==> src/rtl/reg_sched_pkg.sv <==
// Shared definitions for the register-file write scheduler: default sizes,
// writeback source indices and the write-request record.
package reg_sched_pkg;

    localparam int NUM_SRC_DEFAULT = 3;
    localparam int REG_DATA_WIDTH  = 32;
    localparam int REG_ADDR_WIDTH  = 5;

    localparam int SRC_ALU = 0;
    localparam int SRC_LSU = 1;
    localparam int SRC_MDU = 2;

    typedef struct packed {
        logic [REG_ADDR_WIDTH-1:0] addr;
        logic [REG_DATA_WIDTH-1:0] data;
    } wr_req_t;

endpackage

==> src/rtl/rr_arbiter.sv <==
// Round-robin arbiter: combinational one-hot grant searched upward from the
// pointer with wrap; the pointer moves past the winner when accept_i is high.
module rr_arbiter #(
    parameter  int N  = 3,
    localparam int IW = (N > 1) ? $clog2(N) : 1
) (
    input  logic          clk,
    input  logic          rst_n,
    input  logic [N-1:0]  req_i,
    input  logic          accept_i,
    output logic [N-1:0]  grant_o,
    output logic [IW-1:0] idx_o
);

    logic [IW-1:0] rr_q, rr_d;
    logic [IW-1:0] cand;
    logic          found;

    // NOTE: every signal written in an always_comb gets a default first, so
    // no path leaves it unassigned and no latch is inferred.
    always_comb begin
        grant_o = '0;
        idx_o   = '0;
        found   = 1'b0;
        cand    = '0;
        for (int off = 0; off < N; off++) begin
            if (int'(rr_q) + off >= N) begin
                cand = IW'(int'(rr_q) + off - N);
            end else begin
                cand = IW'(int'(rr_q) + off);
            end
            if (!found && req_i[cand]) begin
                found          = 1'b1;
                grant_o[cand]  = 1'b1;
                idx_o          = cand;
            end
        end
    end

    always_comb begin
        rr_d = rr_q;
        if (accept_i) begin
            rr_d = (idx_o == IW'(N - 1)) ? '0 : idx_o + IW'(1);
        end
    end

    // NOTE: sequential state is updated with non-blocking assignments so all
    // flops sample their inputs from the same pre-edge values.
    always_ff @(posedge clk or negedge rst_n) begin
        if (!rst_n) begin
            rr_q <= '0;
        end else begin
            rr_q <= rr_d;
        end
    end

endmodule

==> src/rtl/reg_write_scheduler.sv <==
// Write-port scheduler for the 2R/1W register file: round-robin writeback
// arbitration, registered write port and a per-register pending scoreboard.
module reg_write_scheduler
    import reg_sched_pkg::*;
#(
    parameter int DATA_WIDTH = REG_DATA_WIDTH,
    parameter int ADDR_WIDTH = REG_ADDR_WIDTH,
    parameter int NUM_SRC    = NUM_SRC_DEFAULT
) (
    input  logic                          i_Clock,
    input  logic                          i_Reset,
    input  logic [NUM_SRC-1:0]            i_SrcValid,
    input  logic [NUM_SRC*ADDR_WIDTH-1:0] i_SrcAddr,
    input  logic [NUM_SRC*DATA_WIDTH-1:0] i_SrcData,
    output logic [NUM_SRC-1:0]            o_SrcReady,
    input  logic                          i_RsvValid,
    input  logic [ADDR_WIDTH-1:0]         i_RsvAddr,
    output logic                          o_RsvReady,
    input  logic [ADDR_WIDTH-1:0]         i_QryAddrA,
    input  logic [ADDR_WIDTH-1:0]         i_QryAddrB,
    output logic                          o_BusyA,
    output logic                          o_BusyB,
    output logic [ADDR_WIDTH-1:0]         o_WrAddr,
    output logic [DATA_WIDTH-1:0]         o_WrData,
    output logic                          o_WrEnable
);

    localparam int NUM_REGS = 2 ** ADDR_WIDTH;
    localparam int IDX_W    = (NUM_SRC > 1) ? $clog2(NUM_SRC) : 1;

    logic [NUM_SRC-1:0]    grant;
    logic [IDX_W-1:0]      grant_idx;
    logic                  transfer;
    logic [ADDR_WIDTH-1:0] sel_addr;
    logic [DATA_WIDTH-1:0] sel_data;

    logic                  wr_en_q, wr_en_d;
    logic [ADDR_WIDTH-1:0] wr_addr_q, wr_addr_d;
    logic [DATA_WIDTH-1:0] wr_data_q, wr_data_d;
    logic [NUM_REGS-1:0]   pending_q, pending_d;
    logic                  rsv_accept;

    rr_arbiter #(.N(NUM_SRC)) u_arb (
        .clk      (i_Clock),
        .rst_n    (i_Reset),
        .req_i    (i_SrcValid),
        .accept_i (transfer),
        .grant_o  (grant),
        .idx_o    (grant_idx)
    );

    // Grants only go to valid sources, so any visible ready is a transfer.
    assign o_SrcReady = grant & {NUM_SRC{i_Reset}};
    assign transfer   = |o_SrcReady;
    assign sel_addr   = i_SrcAddr[int'(grant_idx) * ADDR_WIDTH +: ADDR_WIDTH];
    assign sel_data   = i_SrcData[int'(grant_idx) * DATA_WIDTH +: DATA_WIDTH];

    always_comb begin
        wr_en_d   = transfer;
        wr_addr_d = wr_addr_q;
        wr_data_d = wr_data_q;
        if (transfer) begin
            wr_addr_d = sel_addr;
            wr_data_d = sel_data;
        end
    end

    // A pending register is always refused, so a clear and a set never
    // target the same bit in one cycle; bit 0 is kept permanently clear.
    assign rsv_accept = i_Reset & i_RsvValid &
                        ((i_RsvAddr == '0) | ~pending_q[i_RsvAddr]);
    assign o_RsvReady = rsv_accept;

    always_comb begin
        pending_d = pending_q;
        if (wr_en_q && (wr_addr_q != '0)) begin
            pending_d[wr_addr_q] = 1'b0;
        end
        if (rsv_accept && (i_RsvAddr != '0)) begin
            pending_d[i_RsvAddr] = 1'b1;
        end
        pending_d[0] = 1'b0;
    end

    assign o_BusyA = (i_QryAddrA != '0) & pending_q[i_QryAddrA];
    assign o_BusyB = (i_QryAddrB != '0) & pending_q[i_QryAddrB];

    // NOTE: the scoreboard is a small flop array, not a RAM, so it is reset;
    // a stale pending bit after reset would stall issue forever.
    always_ff @(posedge i_Clock or negedge i_Reset) begin
        if (!i_Reset) begin
            wr_en_q   <= 1'b0;
            wr_addr_q <= '0;
            wr_data_q <= '0;
            pending_q <= '0;
        end else begin
            wr_en_q   <= wr_en_d;
            wr_addr_q <= wr_addr_d;
            wr_data_q <= wr_data_d;
            pending_q <= pending_d;
        end
    end

    assign o_WrEnable = wr_en_q;
    assign o_WrAddr   = wr_addr_q;
    assign o_WrData   = wr_data_q;

endmodule

==> config.mk <==
export PLATFORM = sky130hd
export DESIGN_NAME = reg_write_scheduler
export DESIGN_NICKNAME = d
export VERILOG_FILES = /design/src/rtl/reg_sched_pkg.sv /design/src/rtl/rr_arbiter.sv /design/src/rtl/reg_write_scheduler.sv
export SDC_FILE = /design/constraint.sdc
export NUM_CORES = 1
export LEC_CHECK = 0
export ABC_AREA = 0
export CAP_MARGIN = 20
export CORE_AREA = 2 2 108 110
export CTS_CLUSTER_DIAMETER = 120
export DETAILED_ROUTE_END_ITERATION = 6
export DIE_AREA = 0 0 110 112
export GPL_TIMING_DRIVEN = 1
export HOLD_SLACK_MARGIN = 0.15
export PLACE_DENSITY = 0.85
export RECOVER_POWER = 100
export SYNTH_ARGS = -nofsm -noshare
export SYNTH_HDL_FRONTEND = slang
export SYNTH_SLANG_ARGS = --single-unit
==> constraint.sdc <==
create_clock -name i_Clock -period 6.9 [get_ports i_Clock]
set_input_delay 1.38 -clock i_Clock [delete_from_list [all_inputs] [get_ports i_Clock]]
set_output_delay 1.38 -clock i_Clock [all_outputs]
set_load 0.01 [all_outputs]
==> results.py, run 1 <==
metrics = {
    "status": {
        "status": "complete, but fails checks",
        "violations": "capacitance limit, slew limit",
    },
    "timing": {
        "post-route-period-util_pct": 86.7,
        "fin_setup_tns_ns": 0,
        "relSlewSlack_pct": -19.8,
        "hold_ws_ns": 0.507,
        "clock_skew_ns": 0.00978,
        "max_freq_mhz": 167,
        "hold_viol_final": 0,
        "tightestPinTransition_ns": 1.80,
        "setup_violations": 0,
        "finalMaxSlewViolations": 70,
        "rsz0062_at_grt": "no",
        "period_minus_slack_ns": 5.98,
        "worst_slack_ns": 0.916,
    },
    "logic_synthesis": {
        "avgSynthCellArea_um2": 10.2,
        "synth-edff-count": 0,
        "synthArstFlopShare_pct": 100,
        "synth_nets": 683,
        "synth_cell_types": 56,
        "synthCells": 547,
        "synth_ff_type": "dfrtp_1",
        "yosysWarnings": 0,
        "synth_top_area_cell": "dfrtp_1",
        "ys_seq_area_share_pct": 31.8,
        "yosys-top-cells-area": "dfrtp_1 (32%), mux4_2 (9.7%), mux2_4 (5.1%), a211oi_1 (5.0%), mux2_2 (4.6%)",
        "ys_ff_latch": 71,
        "synth_top_area_share_pct": 31.8,
        "synth_area_mm2": 0.00558,
    },
    "drt": {
        "drc": 0,
        "via_per_inst": 6.46,
        "num_vias": 5411,
        "drt_wl_total_mm": 17.5,
        "ant_nets": 0,
        "wl_per_cell_um": 20.9,
        "drt_first_pass_iters": 5,
        "drtIter0Drc": 315,
    },
    "die": {
        "row_count": 39,
        "die_x_um": 110,
        "die-area_mm2": 0.0123,
        "ios": 176,
        "core-area_mm2": 0.0112,
        "die_y_um": 112,
        "start_util_pct": 50.0,
    },
    "power_and_ir_drop": {
        "switching_power_mw": 1.60,
        "p_int_mw": 1.94,
        "combPwrFrac_pct": 62.2,
        "clkPwrFrac_pct": 13.6,
        "switching_share_pct": 45.1,
        "p_leak_nw": 2.84,
        "p_per_area_mw_per_mm2": 471,
        "seqPwrFrac_pct": 24.2,
        "peakVddDrop_mv": 0.291,
    },
    "clock_tree": {
        "hold_buffers": 0,
        "clk_latency_ns": 0.34,
        "root_buffer": "clkbuf_16",
        "cts_made_buffers": 9,
        "clk_path_buf_depth": 2,
        "htreeDepth": 3,
        "cts.clk_slew.worst_paths_ns": 0.06,
        "cts_tree": "built",
        "clkSinkCount": 71,
        "cts_setup_buffers": 0,
        "post_cts_resized": 0,
    },
    "layout": {
        "syn_to_final_growth_pct": 34.4,
        "diodes": 0,
        "layout.nets": 826,
        "drive_above_1_share_pct": 19.7,
        "final_area_mm2": 0.00750,
    },
    "grt": {
        "grt.busiest_layer": "met2",
        "grt_pass1_vias": 5413,
        "use_met1_pct": 37.0,
        "grt_pass1_wl_mm": 27.9,
        "antenna_found_initial": 0,
        "grt_use_met2_pct": 48.2,
        "grt_usage_pct": 29.1,
        "grt_max_degree": 48,
        "grt_use_met3_pct": 6.62,
        "gr-total-overflow": 0,
    },
    "critical_path": {
        "cp-end-kind": "output port",
        "worstSetupStartpointType": "primary input",
        "crit_slowest_cell": "dlygate4sd3_1",
        "cpPeakStageDelay_ns": 0.95,
        "crit_fanout": 12,
        "critPathRequiredTime_ns": 5.52,
        "critPathKind": "in2out",
        "path_common_cell": "dlygate4sd3_1",
        "cpLargestDelayFamily": "buffers and inverters",
        "path_buf_inv": 3,
        "arrival_ns": 4.60,
        "cp_cell_sequence": "dlygate4sd3_1 -> mux4_2 -> a22oi_1 -> nand4_1 -> a211o_1 -> inv_1 -> dlygate4sd3_1",
    },
    "placement": {
        "post_dp_cell_area_mm2": 0.00730,
        "pre_cts_slack_ns": 1.02,
        "hpwl_mm": 12.5,
        "port_buffers": 175,
        "gp_congestion": 0.968,
    },
    "worst_hold_path": {
        "hold_path_class": "reg2reg",
    },
    "flow_run": {
        "drv_cap": 2,
    },
}
## cell usage after synthesis (all sizes together) (2+ instances only)
cell	count
mux4	25
mux2	42
nand3	3
clkbuf	24
nand2	52
nor2b	4
nor2	10
inv	11
o22ai	2
and3	3
ha	4
a21oi	3
a211oi	38
buf	28
or2	3
nand3b	6
nor3	41
o21ai	71
nor3b	2
nand2b	4
o31ai	37
nand4	39
a31o	2
mux2i	7
dfrtp	71
## through the flow
step	utilization, %	std cells	power, mW
after global placement	65.3	822	3.07
after detailed placement	65.3	822	3.14
after floorplan	-	547	2.49
final	67.1	838	3.54
after global routing	67.1	838	3.75
after CTS	68.1	838	3.63
## final cells by class
cell class	count	area [um2]
flip-flops and latches	71	1780
clock inverters	6	67.6
clock buffers	10	239
inverters	11	41.3
fillers	871	3670
repair buffers	184	1810
multi-input cells	413	3390
well taps	143	179
## power groups by stage
stage	Clock [mW]	Sequential [mW]	Combinational, mW
2_1_floorplan	0	0.823	1.67
3_3_place_gp	0	0.841	2.23
3_5_place_dp	0	0.856	2.29
4_1_cts	0.481	0.849	2.30
5_1_grt	0.504	0.875	2.37
6_report	0.481	0.854	2.20
## cells by family after synthesis
kind of cell / after synthesis / synth area share [%]
mux: 74 / 21.2
simple gates: 171 / 17.6
compound gates: 164 / 22.5
flops: 71 / 31.8
fa+ha+maj: 4 / 0.896
buf+inv: 63 / 6.07
## worst paths after layout
kind / startpoint / depth (start not counted) / slack [ns] / to
max reg2reg: u_arb.rr_q[1] / 10 / 1.55 / u_arb.rr_q[1]
min reg2reg: o_WrData[9] / 2 / 0.51 / o_WrData[9]
max in group asynchronous: i_Reset / 2 / 3.99 / o_WrAddr[2]
min: o_WrData[9] / 2 / 0.51 / o_WrData[9]
min in group asynchronous: i_Reset / 1 / 1.05 / pending_q[16]
max: i_RsvAddr[0] / 7 / 0.92 / o_RsvReady
## metal layers
| layer | vias up | routed length, um |
|---|---|---|
| met5 | - | 0 |
| met3 | 61 | 1700 |
| met2 | 338 | 8860 |
| met4 | 0 | 564 |
| li1 | 2411 | - |
| met1 | 2601 | 6400 |
## cells in the final DEF (no fill, tap or decap), types with 19 or more instances in the layout
cell type,netlist,layout
nand2_1,52,52
mux2_2,23,23
o31ai_1,18,23
mux4_2,24,24
a211oi_1,37,37
nor3_1,22,22
mux2_4,19,19
dfrtp_1,71,71
nor3_2,19,19
clkdlybuf4s50_1,0,129
o21ai_0,49,66
dlygate4sd3_1,0,45
nand4_1,39,39
## registers in the layout (all words and copies together) (netlist names)
| signal | cells |
|---|---|
| o_WrEnable | 1 |
| o_WrAddr | 5 |
| u_arb.rr_q | 2 |
| o_WrData | 32 |
| pending_q | 31 |
## worst register-to-register path, cell delays in order, from the launching register on
cell and delay [ns]:
dfrtp_1 0.41, inv_1 0.13, ha_1 0.48, mux2i_1 0.37
or2_1 1.15, nand3_1 0.15, o211ai_1 0.27, buf_4 0.42
and3_1 1.46, inv_1 0.21, mux2i_1 0.19
No activity file was read; power rests on OpenSTA's default activity.
==> run 2: changes to the inputs <==
CAP_MARGIN = 5   (was 20)
==> results of run 2 <==
Same layout as run 1: the final DEF is identical, and so are final timing and power.
==> run 3: changes to the inputs <==
CORE_AREA = 2 2 103 115   (was 2 2 108 110)
DIE_AREA = 0 0 105 117   (was 0 0 110 112)
PLACE_DENSITY = 0.86   (was 0.85)
SKIP_LAST_GASP = 1   (was unset)
==> results.py, run 3 (synthesized netlist as in run 1, its figures left out) <==
metrics = {
    "status": {
        "status": "complete, but fails checks",
        "violations": "capacitance limit, slew limit",
    },
    "layout": {
        "syn_to_final_growth_pct": 34.0,
        "fill_cells": 886,
        "final_common_cell": "clkdlybuf4s50_1",
        "instances_no_fill": 844,
        "layout.nets": 825,
        "layout_common_cells": "clkdlybuf4s50_1 (128), dfrtp_1 (71), o21ai_0 (67), nand2_1 (52), dlygate4sd3_1 (46)",
        "drive_above_1_share_pct": 19.5,
        "diodes": 0,
        "final_util_pct": 66.9,
        "largest_register_ffs": 32,
    },
    "timing": {
        "clock_skew_ns": 0.0103,
        "worst_slack_ns": 0.723,
        "period_minus_slack_ns": 6.18,
        "setup_violations": 0,
        "post-route-period-util_pct": 89.5,
        "rsz0062_at_grt": "no",
        "finalMaxSlewViolations": 99,
        "hold_viol_final": 0,
        "fin_setup_tns_ns": 0,
        "tightestPinTransition_ns": 3.07,
        "relSlewSlack_pct": -105,
        "max_freq_mhz": 162,
    },
    "critical_path": {
        "critPathRequiredTime_ns": 5.52,
        "cp_cell_sequence": "dlygate4sd3_1 -> mux4_2 -> a22oi_1 -> nand4_1 -> a211o_1 -> buf_4 -> inv_1 -> dlygate4sd3_1",
        "path_common_cell": "dlygate4sd3_1",
        "rr_worst_depth": 10,
        "worstSetupStartpointType": "primary input",
        "r2r_slack_ns": 1.76,
        "crit_fanout": 21,
        "path_buf_inv": 4,
        "cp-startpoint": "i_RsvAddr[0]",
        "crit_slowest_cell": "dlygate4sd3_1",
        "cpPeakStageDelay_ns": 0.94,
        "critPathKind": "in2out",
        "cpLargestDelayFamily": "buffers and inverters",
        "r2r_start": "u_arb.rr_q[1]",
        "worstReg2RegEnd": "u_arb.rr_q[1]",
        "cp-end-kind": "output port",
        "arrival_ns": 4.80,
    },
    "grt": {
        "use_met1_pct": 33.9,
        "gr-total-overflow": 0,
        "grt_use_met2_pct": 51.3,
        "grt_pass1_wl_mm": 28.1,
        "grt_pass1_vias": 5498,
        "grt.busiest_layer": "met2",
        "grt_use_met3_pct": 5.87,
        "grt_max_degree": 59,
        "grt_usage_pct": 29.0,
        "antenna_found_initial": 0,
    },
    "power_and_ir_drop": {
        "peakVddDrop_mv": 0.278,
        "p_per_area_mw_per_mm2": 471,
        "finalPower_mw": 3.53,
        "p_leak_nw": 2.82,
    },
    "worst_hold_path": {
        "hold_path_class": "reg2reg",
        "hold_end": "o_WrData[16]",
        "hold_depth": 2,
        "min_from": "o_WrData[16]",
    },
    "die": {
        "core-area_mm2": 0.0112,
        "start_util_pct": 49.9,
        "die_y_um": 117,
        "die-area_mm2": 0.0123,
        "ios": 176,
        "row_count": 41,
        "die_x_um": 105,
    },
    "drt": {
        "drtIter0Drc": 351,
        "wl_per_cell_um": 20.9,
        "drt_wl_total_mm": 17.6,
        "drc": 0,
        "num_vias": 5375,
        "ant_nets": 0,
        "drt_first_pass_iters": 5,
        "via_per_inst": 6.37,
    },
    "clock_tree": {
        "cts_tree": "built",
        "htreeDepth": 3,
        "cts.clk_slew.worst_paths_ns": 0.05,
        "clkSinkCount": 71,
        "cts_setup_buffers": 0,
        "clk_latency_ns": 0.34,
        "clk_path_buf_depth": 2,
        "root_buffer": "clkbuf_16",
        "hold_buffers": 0,
        "cts_made_buffers": 9,
        "post_cts_resized": 0,
    },
    "placement": {
        "pre_cts_slack_ns": 0.875,
        "port_buffers": 175,
        "place_inst": 828,
        "hpwl_mm": 12.6,
        "gp_congestion": 0.927,
    },
    "flow_run": {
        "drv_cap": 2,
    },
}
[run 3: cell count changes in the layout (fill, tap and decap cells not counted), sizes merged]
| cell | previous run | this run |
|---|---|---|
| buf | 8 | 6 |
| clkinv | 2 | 3 |
| clkdlybuf4s50 | 129 | 128 |
| dlygate4sd3 | 45 | 46 |
[run 3: through the flow]
stage | hold slack [ns] | instance area [um2]
3_3_place_gp | 0.499 | 7300
4_1_cts | 0.517 | 7600
6_report | 0.508 | 7480
2_1_floorplan | 0.500 | 5580
3_5_place_dp | 0.505 | 7300
5_1_grt | 0.541 | 7480
[run 3: worst max path at each step]
stage / endpoint / slack, ns / depth (start not counted)
floorplan: o_BusyA / 2.44 / 4
global placement: o_RsvReady / 1.01 / 8
detailed placement: o_RsvReady / 0.87 / 8
CTS: o_RsvReady / 0.86 / 8
global route: o_RsvReady / 0.48 / 8
finish: o_RsvReady / 0.72 / 8
[run 3: report_power, final]
| part | internal, mW | total, mW | switching [mW] |
|---|---|---|---|
| Clock | 0.280 | 0.469 | 0.188 |
| Combinational | 1.00 | 2.19 | 1.19 |
| Sequential | 0.640 | 0.865 | 0.225 |
[run 3: final cells by class]
type                    count  area (um2)  share of cell area, %
flip-flops and latches     71        1780                   23.7
clock inverters             7        72.6                  0.970
clock buffers               9         225                   3.01
well taps                 150         188                   2.51
multi-input cells         413        3380                   45.2
repair buffers            183        1800                   24.0
inverters                  11        41.3                  0.552
[run 3: layer usage]
| metal | up-vias | part of all wire (%) |
|---|---|---|
| met4 | 0 | 3.7 |
| met1 | 2580 | 37 |
| met2 | 330 | 51 |
| li1 | 2407 | - |
| met5 | - | 0 |
| met3 | 58 | 8.5 |
[run 3: worst register-to-register path: stages, from the launching register on]
cell and delay [ns]:
dfrtp_1 0.40, inv_1 0.11, ha_1 0.47, mux2i_1 0.42
or2_2 0.74, nand3_1 0.14, o211ai_1 0.24, clkbuf_2 0.67
and3_1 1.45, inv_1 0.20, mux2i_1 0.18
